### src/rtl/single_port_blockram_controller.sv
// Request/response controller in front of one single_port_blockram.
// Zero-fill sweep after reset when SINGLE_PORT_BLOCKRAM_CONTROLLER_INIT_SWEEP_EN is defined.
module single_port_blockram_controller #(
  parameter int SINGLE_ENTRY_SIZE_IN_BITS = 64,
  parameter int NUMBER_SETS               = 64,
  parameter int SET_PTR_WIDTH_IN_BITS     = $clog2(NUMBER_SETS)
) (
  input  logic                                 clk_in,
  input  logic                                 reset_in,
  input  logic                                 request_valid_in,
  input  logic                                 request_write_in,
  input  logic [SET_PTR_WIDTH_IN_BITS-1:0]     request_addr_in,
  input  logic [SINGLE_ENTRY_SIZE_IN_BITS-1:0] request_data_in,
  output logic                                 request_ack_out,
  output logic                                 response_valid_out,
  output logic [SINGLE_ENTRY_SIZE_IN_BITS-1:0] response_data_out,
  input  logic                                 response_ack_in,
  output logic                                 busy_out,
  output logic                                 ram_access_en_out,
  output logic                                 ram_write_en_out,
  output logic [SET_PTR_WIDTH_IN_BITS-1:0]     ram_set_addr_out,
  output logic [SINGLE_ENTRY_SIZE_IN_BITS-1:0] ram_write_entry_out,
  input  logic [SINGLE_ENTRY_SIZE_IN_BITS-1:0] ram_read_entry_in
);

  localparam int W  = SINGLE_ENTRY_SIZE_IN_BITS;
  localparam int AW = SET_PTR_WIDTH_IN_BITS;

  logic          w_init;
  logic          w_run;
  logic [AW-1:0] w_sweep_addr;

`ifdef SINGLE_PORT_BLOCKRAM_CONTROLLER_INIT_SWEEP_EN
  typedef enum logic {
    S_INIT,
    S_RUN
  } state_t;

  localparam logic [AW-1:0] LAST = AW'(NUMBER_SETS - 1);

  state_t        r_state;
  state_t        w_state_nxt;
  logic [AW-1:0] r_sweep_ptr;
  logic [AW-1:0] w_sweep_nxt;

  always_ff @(posedge clk_in) begin
    if (!reset_in) begin
      r_state     <= S_INIT;
      r_sweep_ptr <= '0;
    end else begin
      r_state     <= w_state_nxt;
      r_sweep_ptr <= w_sweep_nxt;
    end
  end

  always_comb begin
    w_state_nxt = r_state;
    w_sweep_nxt = r_sweep_ptr;
    unique case (r_state)
      S_INIT: begin
        w_sweep_nxt = r_sweep_ptr + AW'(1);
        if (r_sweep_ptr == LAST) begin
          w_state_nxt = S_RUN;
          w_sweep_nxt = '0;
        end
      end
      S_RUN: begin
      end
      default: w_state_nxt = S_INIT;
    endcase
  end

  assign w_init       = (r_state == S_INIT);
  assign w_run        = (r_state == S_RUN);
  assign w_sweep_addr = r_sweep_ptr;
  // Busy is forced high while reset is held so the idle reset view matches the sweep.
  assign busy_out     = !reset_in | w_init;
`else
  assign w_init       = 1'b0;
  assign w_run        = 1'b1;
  assign w_sweep_addr = '0;
  assign busy_out     = 1'b0;
`endif

  logic          r_inflight;
  logic [1:0]    r_occ;
  logic          r_head;
  logic [W-1:0]  r_buf [2];
  logic [AW-1:0] r_addr;
  logic [W-1:0]  r_wdata;

  logic          w_pop;
  logic          w_ack;
  logic          w_rd;
  logic          w_tail;
  logic [2:0]    w_count;
  logic [2:0]    w_limit;
  logic          w_ram_en;
  logic          w_ram_we;
  logic [AW-1:0] w_ram_addr;
  logic [W-1:0]  w_ram_data;

  assign response_valid_out = (r_occ != 2'd0);
  assign response_data_out  = r_buf[r_head];

  assign w_pop   = response_valid_out & response_ack_in;
  assign w_count = {1'b0, r_occ} + {2'b0, r_inflight};
  assign w_limit = 3'd2 + {2'b0, w_pop};
  assign w_ack   = reset_in & w_run & request_valid_in
                 & (request_write_in | (w_count < w_limit));
  assign w_rd    = w_ack & !request_write_in;
  // A push at full occupancy only happens with a pop, so it reuses the head slot.
  assign w_tail  = r_head ^ r_occ[0];

  assign request_ack_out = w_ack;

  always_comb begin
    w_ram_en   = 1'b0;
    w_ram_we   = 1'b0;
    w_ram_addr = r_addr;
    w_ram_data = r_wdata;
    if (reset_in && w_init) begin
      w_ram_en   = 1'b1;
      w_ram_we   = 1'b1;
      w_ram_addr = w_sweep_addr;
      w_ram_data = '0;
    end else if (w_ack) begin
      w_ram_en   = 1'b1;
      w_ram_we   = request_write_in;
      w_ram_addr = request_addr_in;
      w_ram_data = request_data_in;
    end
  end

  assign ram_access_en_out   = w_ram_en;
  assign ram_write_en_out    = w_ram_we;
  assign ram_set_addr_out    = w_ram_addr;
  assign ram_write_entry_out = w_ram_data;

  always_ff @(posedge clk_in) begin
    if (!reset_in) begin
      r_inflight <= 1'b0;
      r_occ      <= 2'd0;
      r_head     <= 1'b0;
      r_buf[0]   <= '0;
      r_buf[1]   <= '0;
      r_addr     <= '0;
      r_wdata    <= '0;
    end else begin
      r_inflight <= w_rd;
      r_occ      <= r_occ + {1'b0, r_inflight} - {1'b0, w_pop};
      if (w_pop) begin
        r_head <= ~r_head;
      end
      if (r_inflight) begin
        r_buf[w_tail] <= ram_read_entry_in;
      end
      if (w_ram_en) begin
        r_addr  <= w_ram_addr;
        r_wdata <= w_ram_data;
      end
    end
  end

endmodule
### config.mk
export PLATFORM = sky130hd
export DESIGN_NAME = single_port_blockram_controller
export DESIGN_NICKNAME = d
export VERILOG_FILES = /design/src/rtl/single_port_blockram_controller.sv
export SDC_FILE = /design/constraint.sdc
export NUM_CORES = 1
export LEC_CHECK = 0
export CELL_PAD_IN_SITES_DETAIL_PLACEMENT = 1
export CELL_PAD_IN_SITES_GLOBAL_PLACEMENT = 2
export CORE_MARGIN = 5
export CORE_UTILIZATION = 29
export CTS_CLUSTER_SIZE = 12
export DETAILED_ROUTE_END_ITERATION = 7
export GPL_ROUTABILITY_DRIVEN = 0
export GPL_TIMING_DRIVEN = 0
export PLACE_DENSITY_LB_ADDON = 0.25
export REMOVE_ABC_BUFFERS = 1
export SYNTH_ARGS = -nofsm -noshare
export SYNTH_HDL_FRONTEND = slang
export SYNTH_SLANG_ARGS = --single-unit
export TNS_END_PERCENT = 50
### constraint.sdc
create_clock -name clk_in -period 8.3 [get_ports clk_in]
set_input_delay 2.075 -clock clk_in [delete_from_list [all_inputs] [get_ports clk_in]]
set_output_delay 2.075 -clock clk_in [all_outputs]
set_load 0.01 [all_outputs]
==> run metrics, run 1 <==
Hold Crit Class register to register; Starting Density 29.32%; unrepaired setup endpoints after global routing no; internal reg-to-reg setup slack 5.62 ns; xor-xnor portion of the synthesized cell area 0.4896%; vias 6846; Mapped Area 0.008945 sq mm; # DRC 0; Avg Inst Size Synth 10.69 sq um; max-cap viol count 0; hpwl dp 17530 um; FF/Latch Area 0.005349 sq mm; largest family of logic cells by synthesized area simple AND/OR/NAND/NOR gates; max frequency 143.5 MHz; Synth cell types 24; Antenna Nets Post-Route 0; H-tree lvl count 1; path type of the worst setup path input port to output port; hold wc startpoint r_wdata[28]; post-synthesis register bit count 203; largest area contributor in the netlist edfxtp_1; synth cell count leaders o21ai_1, and2_1, edfxtp_1; Max-slew headroom 46.13%; ys async rst share 0%; dominant synthesized flop cell edfxtp_1; max-slew violations 0; area share of the largest cell type after synthesis 42.97%; # hold bufs at CTS 0; status finished clean; gr usage total 14.61%; worst-margin pin slew 0.8043 ns; CP delay by family, top buffers and inverters; Num CTS Buffers 24; Multi-input gate area 0.003099 sq mm; share of cells above drive strength 1 11.33%; Worst Path Arrival 4.90 ns; fin crit share 83.98%; initial antenna violation count 2; Worst path max stage delay 0.67 ns; clock slew at reported path FFs 0.06 ns; Worst EP required 6.23 ns; Compound-Gate Fraction of Synth Area 8.295%; first-pass GRT wire length 40100 um; Static Leak 0.004873 uW; Yosys warning total 0; setup bufs post-CTS 0; post-synthesis adder-cell area fraction 0.5595%; fill count 3319; CP startpoint response_ack_in; Setup Viol. Count Final 0; drt pass-1 iters 4; Seq/Total Area, Yosys 59.76%; Slowest cell on crit path o211ai_4; startpoint types input port; Final Critical Period 6.970 ns; Layout Area Growth over Synthesis 46.54%; Cell Pwr Density 239.6 mW/mm^2; core box area 0.03051 sq mm; die area 0.03446 sq mm; wirelength, routed 26240 um; gr ovfl total 0; clock skew 0.009773 ns; final net count 1237; Starting DRT DRC Count 260; final hold vios 0; CP endpoint kind output port; Peak VDD IR 0.1819 mV; CTS tree built; CTS sink count 203; PostCTS Resize Cnt 0; IO buf count 276; root buf cell clkbuf_16; WL/cell 17.39 um; most frequent cell after synthesis o21ai_1; crit path cell chain clkdlybuf4s50_1 -> o21ai_2 -> o211ai_4 -> and2_4 -> buf_16 -> buf_16 -> o21ai_1 -> clkdlybuf4s50_1; Die W 185.6 um; Cells after Synth 837; top cells by area, synth edfxtp_1, dfxtp_1, and2_1; post-route setup TNS 0 ns; area post-placement 0.01233 sq mm; pin count of the biggest net entering global routing 79; I/O pin cnt 278; PnR Total Power 3141 uW; Clock Path Buffers 3; worst skew pair latency 0.51 ns; Simple-Gate Fraction of Synth Area 16.53%; Final Cell Area 0.01311 sq mm; mux contribution to synthesized area 8.057%; Row Count 64; Chip Height 185.6 um; CP bufs+invs 4; FF-to-FF Start r_occ[0]; vias in the first global route 7137; worst-path maximum fanout 78; Via density 4.537; EDFF count, synth 128
-- stage by stage --
stage	cells	setup WS, ns	utilization, %	hold slack, ns
2_1_floorplan	777	-1.564	-	0.4284
3_3_place_gp	1449	-9.228	39.07	0.4352
3_5_place_dp	1464	1.211	40.43	0.4415
4_1_cts	1508	1.205	42.95	0.4501
5_1_grt	1508	1.076	42.95	0.4644
6_report	1509	1.330	42.96	0.4469
-- routing by layer --
metal	track usage [%]	vias to the layer above	wire, um
li1	-	3347	-
met1	18.36	3256	11320
met2	23.67	210	11780
met3	6.527	29	2796
met4	2.623	4	313
met5	0	-	25
-- flip-flops by register name, summed over array words and instances, names as in the netlist, named ones only --
register,cells
r_wdata,64
r_addr,6
r_buf,128
r_inflight,1
r_occ,2
r_head,1
-- kinds of logic (layout without fill, tap and decap cells) --
kind of cell / count (synthesis) / after routing
compound gates: 146 / 146
xor+xnor: 5 / 5
fa+ha+maj: 4 / 4
buf+inv: 134 / 409
flops: 203 / 203
mux: 64 / 64
other cells: 1 / 2
simple gates: 280 / 280
-- where the power goes --
group          internal (uW)  switching (uW)  total (uW)
clock                    616             407        1020
combinational            491             389         881
sequential              1180            51.6        1240
total                   2290             849        3140
-- cells in the final DEF, fill, tap and decap left out, types with 4 or more instances in the layout --
cell	instances
nand3_1	70
inv_1	73
mux2_2	64
nand2_1	72
edfxtp_1	128
clkdlybuf4s50_1	275
buf_12	8
dfxtp_1	74
clkbuf_8	7
ha_1	4
clkbuf_16	25
and2_1	132
buf_16	7
o21ai_1	140
xnor2_1	4
clkbuf_1	9
-- final timing paths --
| check | endpoint | cells after the start |
|---|---|---|
| hold reg to reg | r_wdata[28] | 2 |
| setup reg to reg | r_wdata[29] | 6 |
| hold / removal | r_wdata[28] | 2 |
| setup / recovery | ram_write_entry_out[37] | 8 |
-- worst min-delay path, delay by kind of cell, from the launching register on --
family | cells | cell delay, ns
flip-flops | 1 | 0.31
AO/OA/AOI/OAI | 1 | 0.05
AND/OR/NAND/NOR | 1 | 0.05
-- area by class of cell --
type	count	share of cell area [%]
Sequential cell	203	40.81
Timing Repair Buffer	291	23.75
Multi-Input combinational cell	500	23.64
Clock buffer	42	5.804
Tap cell	396	3.780
Inverter	74	2.119
Clock inverter	2	0.07636
Antenna cell	1	0.01909
(Power assumes the default switching activity.)
==> run 2, diff against run 1 <==
--- a/config.mk
+++ b/config.mk
@@ -8,7 +8,7 @@
 export CELL_PAD_IN_SITES_DETAIL_PLACEMENT = 1
 export CELL_PAD_IN_SITES_GLOBAL_PLACEMENT = 2
 export CORE_MARGIN = 5
-export CORE_UTILIZATION = 29
+export CORE_UTILIZATION = 26
 export CTS_CLUSTER_SIZE = 12
 export DETAILED_ROUTE_END_ITERATION = 7
 export GPL_ROUTABILITY_DRIVEN = 0
==> constraint.sdc (replaced) <==
create_clock -name clk_in -period 6.1 [get_ports clk_in]
set_input_delay 1.525 -clock clk_in [delete_from_list [all_inputs] [get_ports clk_in]]
set_output_delay 1.525 -clock clk_in [all_outputs]
set_load 0.01 [all_outputs]
==> run 2 against run 1 <==
Compared with the run above:
- sequential power increased by 36%
- count of clock-buffer cells in the layout decreased by 8
- non-clock buffer count increased by 4
- register-to-register slack got worse by 2.1 ns
- sequential cell count unchanged
- sequential share of layout area decreased by 0.35 points
- largest cell class unchanged
- worst hold slack got worse by 0.0012 ns
==> run metrics, run 2 (synthesized netlist as in run 1, its figures left out) <==
Worst path max stage delay 0.53 ns; Die W 195.5 um; Starting Density 26.09%; Cell Pwr Density 323.6 mW/mm^2; WL/cell 17.17 um; CP endpoint kind output port; root buf cell clkbuf_16; CTS sink count 203; final net count 1244; # hold bufs at CTS 0; core box area 0.03429 sq mm; CTS tree built; Row Count 68; Logic pwr share 28.2%; gr usage total 13.65%; pin count of the biggest net entering global routing 72; vias 6940; area post-placement 0.01241 sq mm; worst skew pair latency 0.51 ns; clock skew 0.01233 ns; share of cells above drive strength 1 11.53%; Clock Path Buffers 3; Chip Height 195.5 um; clock share of power 32.4%; first-pass GRT wire length 42280 um; worst-path maximum fanout 71; Starting DRT DRC Count 209; Peak VDD IR 0.1866 mV; Hold Path Depth 2; Num CTS Buffers 25; WHS 0.4457 ns; status finished clean; Power Internal 3108 uW; Setup Viol. Count Final 0; PostCTS Resize Cnt 0; vias in the first global route 7491; Largest regs r_buf (128), r_wdata (64), r_addr (6); Final Critical Period 5.865 ns; Via density 4.409; clock slew at reported path FFs 0.05 ns; commonest non-fill, non-tap cell in the layout clkdlybuf4s50_1; wirelength, routed 27020 um; Antenna Nets Post-Route 0; Worst Path Arrival 4.34 ns; hpwl dp 18280 um; Hold Crit Class register to register; # DRC 0; drt pass-1 iters 4; initial antenna violation count 1; register share of total power 39.4%; IO buf count 276; Final Cell Area 0.01322 sq mm; unrepaired setup endpoints after global routing no; max reg flops 128; # diodes 0; CP most frequent cell clkdlybuf4s50_1; switch share 27.34%; Sw Pwr 1170 uW; Layout Area Growth over Synthesis 47.80%; gr ovfl total 0; crit path cell chain clkdlybuf4s50_1 -> o21ai_2 -> o211ai_4 -> and2_4 -> buf_16 -> buf_12 -> o21ai_1 -> clkdlybuf4s50_1; max-cap viol count 0; die area 0.03821 sq mm; path type of the worst setup path input port to output port; PnR Total Power 4278 uW; startpoint types input port; fin crit share 96.14%; max frequency 170.5 MHz; most frequent cells in the layout clkdlybuf4s50_1, o21ai_1, and2_1, edfxtp_1, dfxtp_1; final hold vios 0; Static Leak 0.004891 uW; Slowest cell on crit path clkdlybuf4s50_1; max-slew violations 0; worst-margin pin slew 0.7605 ns; H-tree lvl count 1; I/O pin cnt 278; Reg with most FFs r_buf; FF-to-FF path depth 6; Max-slew headroom 49.15%; Worst EP required 4.58 ns
-- run 2: cell count changes in the layout (fill, tap and decap cells not counted), sizes merged --
cell / change
a21oi: +1
buf: +4
bufinv: +1
clkbuf: -8
clkinv: +8
diode: -1
o211ai: +1
-- run 2: final cells by class --
class                   count  area, sq um
repair buffers            295         3143
clock buffers              34        689.4
well taps                 455        569.3
fillers                  3756        21070
clock inverters            11        71.32
multi-input cells         502         3120
flip-flops and latches    203         5349
inverters                  74        277.8
-- run 2: routing by layer --
metal	routed length [um]	vias to the layer above	GRT usage (%)
li1	-	3369	-
met1	11600	3324	16.87
met2	12370	213	22.51
met3	2672	32	5.866
met4	378	2	2.534
met5	7	-	0
-- run 2: worst max-delay path, delay by kind of cell --
kind                   cells  cell delay (ns)
buffers and inverters      4             1.58
AO/OA/AOI/OAI              3             0.74
AND/OR/NAND/NOR            1             0.43
-- run 2: worst paths after layout --
kind | start | end | slack, ns
worst max-delay path | response_ack_in | ram_write_entry_out[48] | 0.24
worst min-delay path | r_wdata[47] | r_wdata[47] | 0.45
worst max register to register | r_occ[0] | r_wdata[20] | 3.50
worst min register to register | r_wdata[47] | r_wdata[47] | 0.45
-- run 2: power groups by stage --
stage / clock network (uW) / logic, uW / registers (uW)
6_report: 1390 / 1210 / 1690
5_1_grt: 1500 / 1310 / 1700
4_1_cts: 1450 / 1230 / 1690
3_5_place_dp: 0 / 1220 / 1720
3_3_place_gp: 0 / 1110 / 1790
2_1_floorplan: 0 / 500 / 1740
-- run 2: timing repair --
action                                  CTS  global route
buffers inserted                          0             4
endpoints found under the setup margin   22            25
gates cloned                              2             0
pin swaps                                 1             0
-- run 2: through the flow --
step / worst slack (ns) / std cells / utilization [%] / TNS, ns
after floorplan: -2.664 / 777 / - / -350.80
after global placement: -10.27 / 1508 / 34.98 / -2670.73
after detailed placement: -0.09483 / 1523 / 36.19 / -0.7356
after CTS: 0.08560 / 1570 / 38.47 / 0
after global routing: 0.01601 / 1574 / 38.56 / 0
final: 0.2355 / 1574 / 38.56 / 0
==> run 3, diff against run 2 <==
--- a/config.mk
+++ b/config.mk
@@ -8,9 +8,10 @@
 export CELL_PAD_IN_SITES_DETAIL_PLACEMENT = 1
 export CELL_PAD_IN_SITES_GLOBAL_PLACEMENT = 2
 export CORE_MARGIN = 5
-export CORE_UTILIZATION = 26
+export CORE_UTILIZATION = 35
 export CTS_CLUSTER_SIZE = 12
 export DETAILED_ROUTE_END_ITERATION = 7
+export DONT_BUFFER_PORTS = 1
 export GPL_ROUTABILITY_DRIVEN = 0
 export GPL_TIMING_DRIVEN = 0
 export PLACE_DENSITY_LB_ADDON = 0.25
==> run 3 against run 2 <==
Compared with the run above:
- sequential cell count unchanged
- final area down 24%
- first-iteration DRC count down 6.7%
- worst setup slack better by 0.79 ns
- largest cell class unchanged
- non-clock buffer count down 284
- critical path type unchanged
- clock power down 12%
- critical endpoint is now ram_write_entry_out[33]
- clock skew down 0.0058 ns
- global-route usage up 1.4 points
- sequential share of layout area up 12 points
==> run metrics, run 3 (synthesized netlist as in run 1, its figures left out) <==
status finished clean; wirelength, routed 22640 um; die area 0.02885 sq mm; path type of the worst setup path input port to output port; I/O pin cnt 278; Logic pwr share 18.1%; startpoint types input port; initial antenna violation count 1; commonest non-fill, non-tap cell in the layout o21ai_1; Final Cell Area 0.01010 sq mm; pin count of the biggest net entering global routing 79; Worst Path Arrival 3.55 ns; Reg with most FFs r_buf; Num CTS Buffers 23; Setup Viol. Count Final 0; switch share 28.11%; Antenna Nets Post-Route 0; CP startpoint reset_in; PnR Total Power 3633 uW; root buf cell clkbuf_16; CTS tree built; Inst Count DP 1118; gr ovfl total 0; CTS sink count 203; # DRC 0; Hold Crit Class register to register; Slowest cell on crit path and2_4; Power Internal 2612 uW; most frequent cells in the layout o21ai_1, and2_1, edfxtp_1, dfxtp_1, inv_1; unrepaired setup endpoints after global routing no; H-tree lvl count 1; share of cells above drive strength 1 14.25%; vias 5865; WHS 0.4468 ns; IO buf count 0; fin crit share 83.19%; clock share of power 34.0%; area post-placement 0.009412 sq mm; internal reg-to-reg setup slack 3.29 ns; Worst path max stage delay 0.66 ns; worst-margin pin slew 0.9075 ns; Largest regs r_buf (128), r_wdata (64), r_addr (6); clock slew at reported path FFs 0.06 ns; WL/cell 19.48 um; Starting Density 35.52%; Peak VDD IR 0.1689 mV; final net count 956; hpwl dp 15690 um; vias in the first global route 6444; clock skew 0.006513 ns; Sw Pwr 1021 uW; Cell Pwr Density 359.6 mW/mm^2; max reg flops 128; Die W 169.9 um; FF-to-FF Start r_occ[0]; # hold bufs at CTS 0; max-slew violations 0; max-cap viol count 0; Static Leak 0.003747 uW; Core Util, Final 40.12%; crit path cell chain nand2_1 -> a21oi_4 -> buf_12 -> and2_4 -> buf_16 -> o21ai_1; Row Count 58; CP endpoint kind output port; drt pass-1 iters 4; gr usage total 15.02%; Layout Area Growth over Synthesis 12.94%; Max-slew headroom 39.50%; Via density 5.047; setup bufs post-CTS 0; final hold vios 0; register share of total power 48.0%; Worst EP required 4.58 ns; fin cells 1162; Final Critical Period 5.075 ns; Clock Path Buffers 3; first-pass GRT wire length 35130 um; max frequency 197.1 MHz; PostCTS Resize Cnt 0; Starting DRT DRC Count 195; worst skew pair latency 0.48 ns; worst-path maximum fanout 78; hold wc startpoint r_wdata[11]; Chip Height 169.9 um; core box area 0.02518 sq mm
==> run 3: final cells by class <==
cell class / count / area, sq um
fill: 2723 / 15080
sequential: 203 / 5349
multi-input combinational: 500 / 3099
clock buffer: 31 / 635.6
tap: 330 / 412.9
inverter: 74 / 277.8
timing repair buffer: 11 / 272.8
clock inverter: 9 / 45.04
antenna: 4 / 10.01
==> run 3: final timing paths <==
kind | to | depth (start not counted)
max | ram_write_entry_out[33] | 6
min | r_wdata[11] | 2
max reg2reg | r_wdata[59] | 7
min reg2reg | r_wdata[11] | 2
==> run 3: power groups by stage <==
stage | Sequential, uW | Combinational, uW | Clock (uW)
global route | 1760 | 716 | 1340
detailed placement | 1780 | 669 | 0
CTS | 1750 | 674 | 1280
global placement | 1780 | 627 | 0
finish | 1740 | 657 | 1230
floorplan | 1740 | 500 | 0
==> run 3: critical path: cells and delay by family <==
| kind | cells | cell delay [ns] |
|---|---|---|
| AO/OA/AOI/OAI | 2 | 0.60 |
| buffers and inverters | 2 | 0.59 |
| AND/OR/NAND/NOR | 2 | 0.76 |
==> run 3: layer usage <==
| metal | part of all wire (%) | GRT usage (%) | vias up |
|---|---|---|---|
| met2 | 48 | 25.70 | 225 |
| met1 | 38 | 17.25 | 2827 |
| li1 | - | - | 2782 |
| met5 | 0 | 0 | - |
| met3 | 12 | 6.458 | 31 |
| met4 | 1.8 | 4.130 | 0 |
==> run 3: metrics by stage <==
stage	TNS [ns]	setup WS, ns
finish	0	1.025
global route	0	0.8241
CTS	0	0.9774
detailed placement	0	0.9681
global placement	-1048.90	-5.387
floorplan	-350.80	-2.664
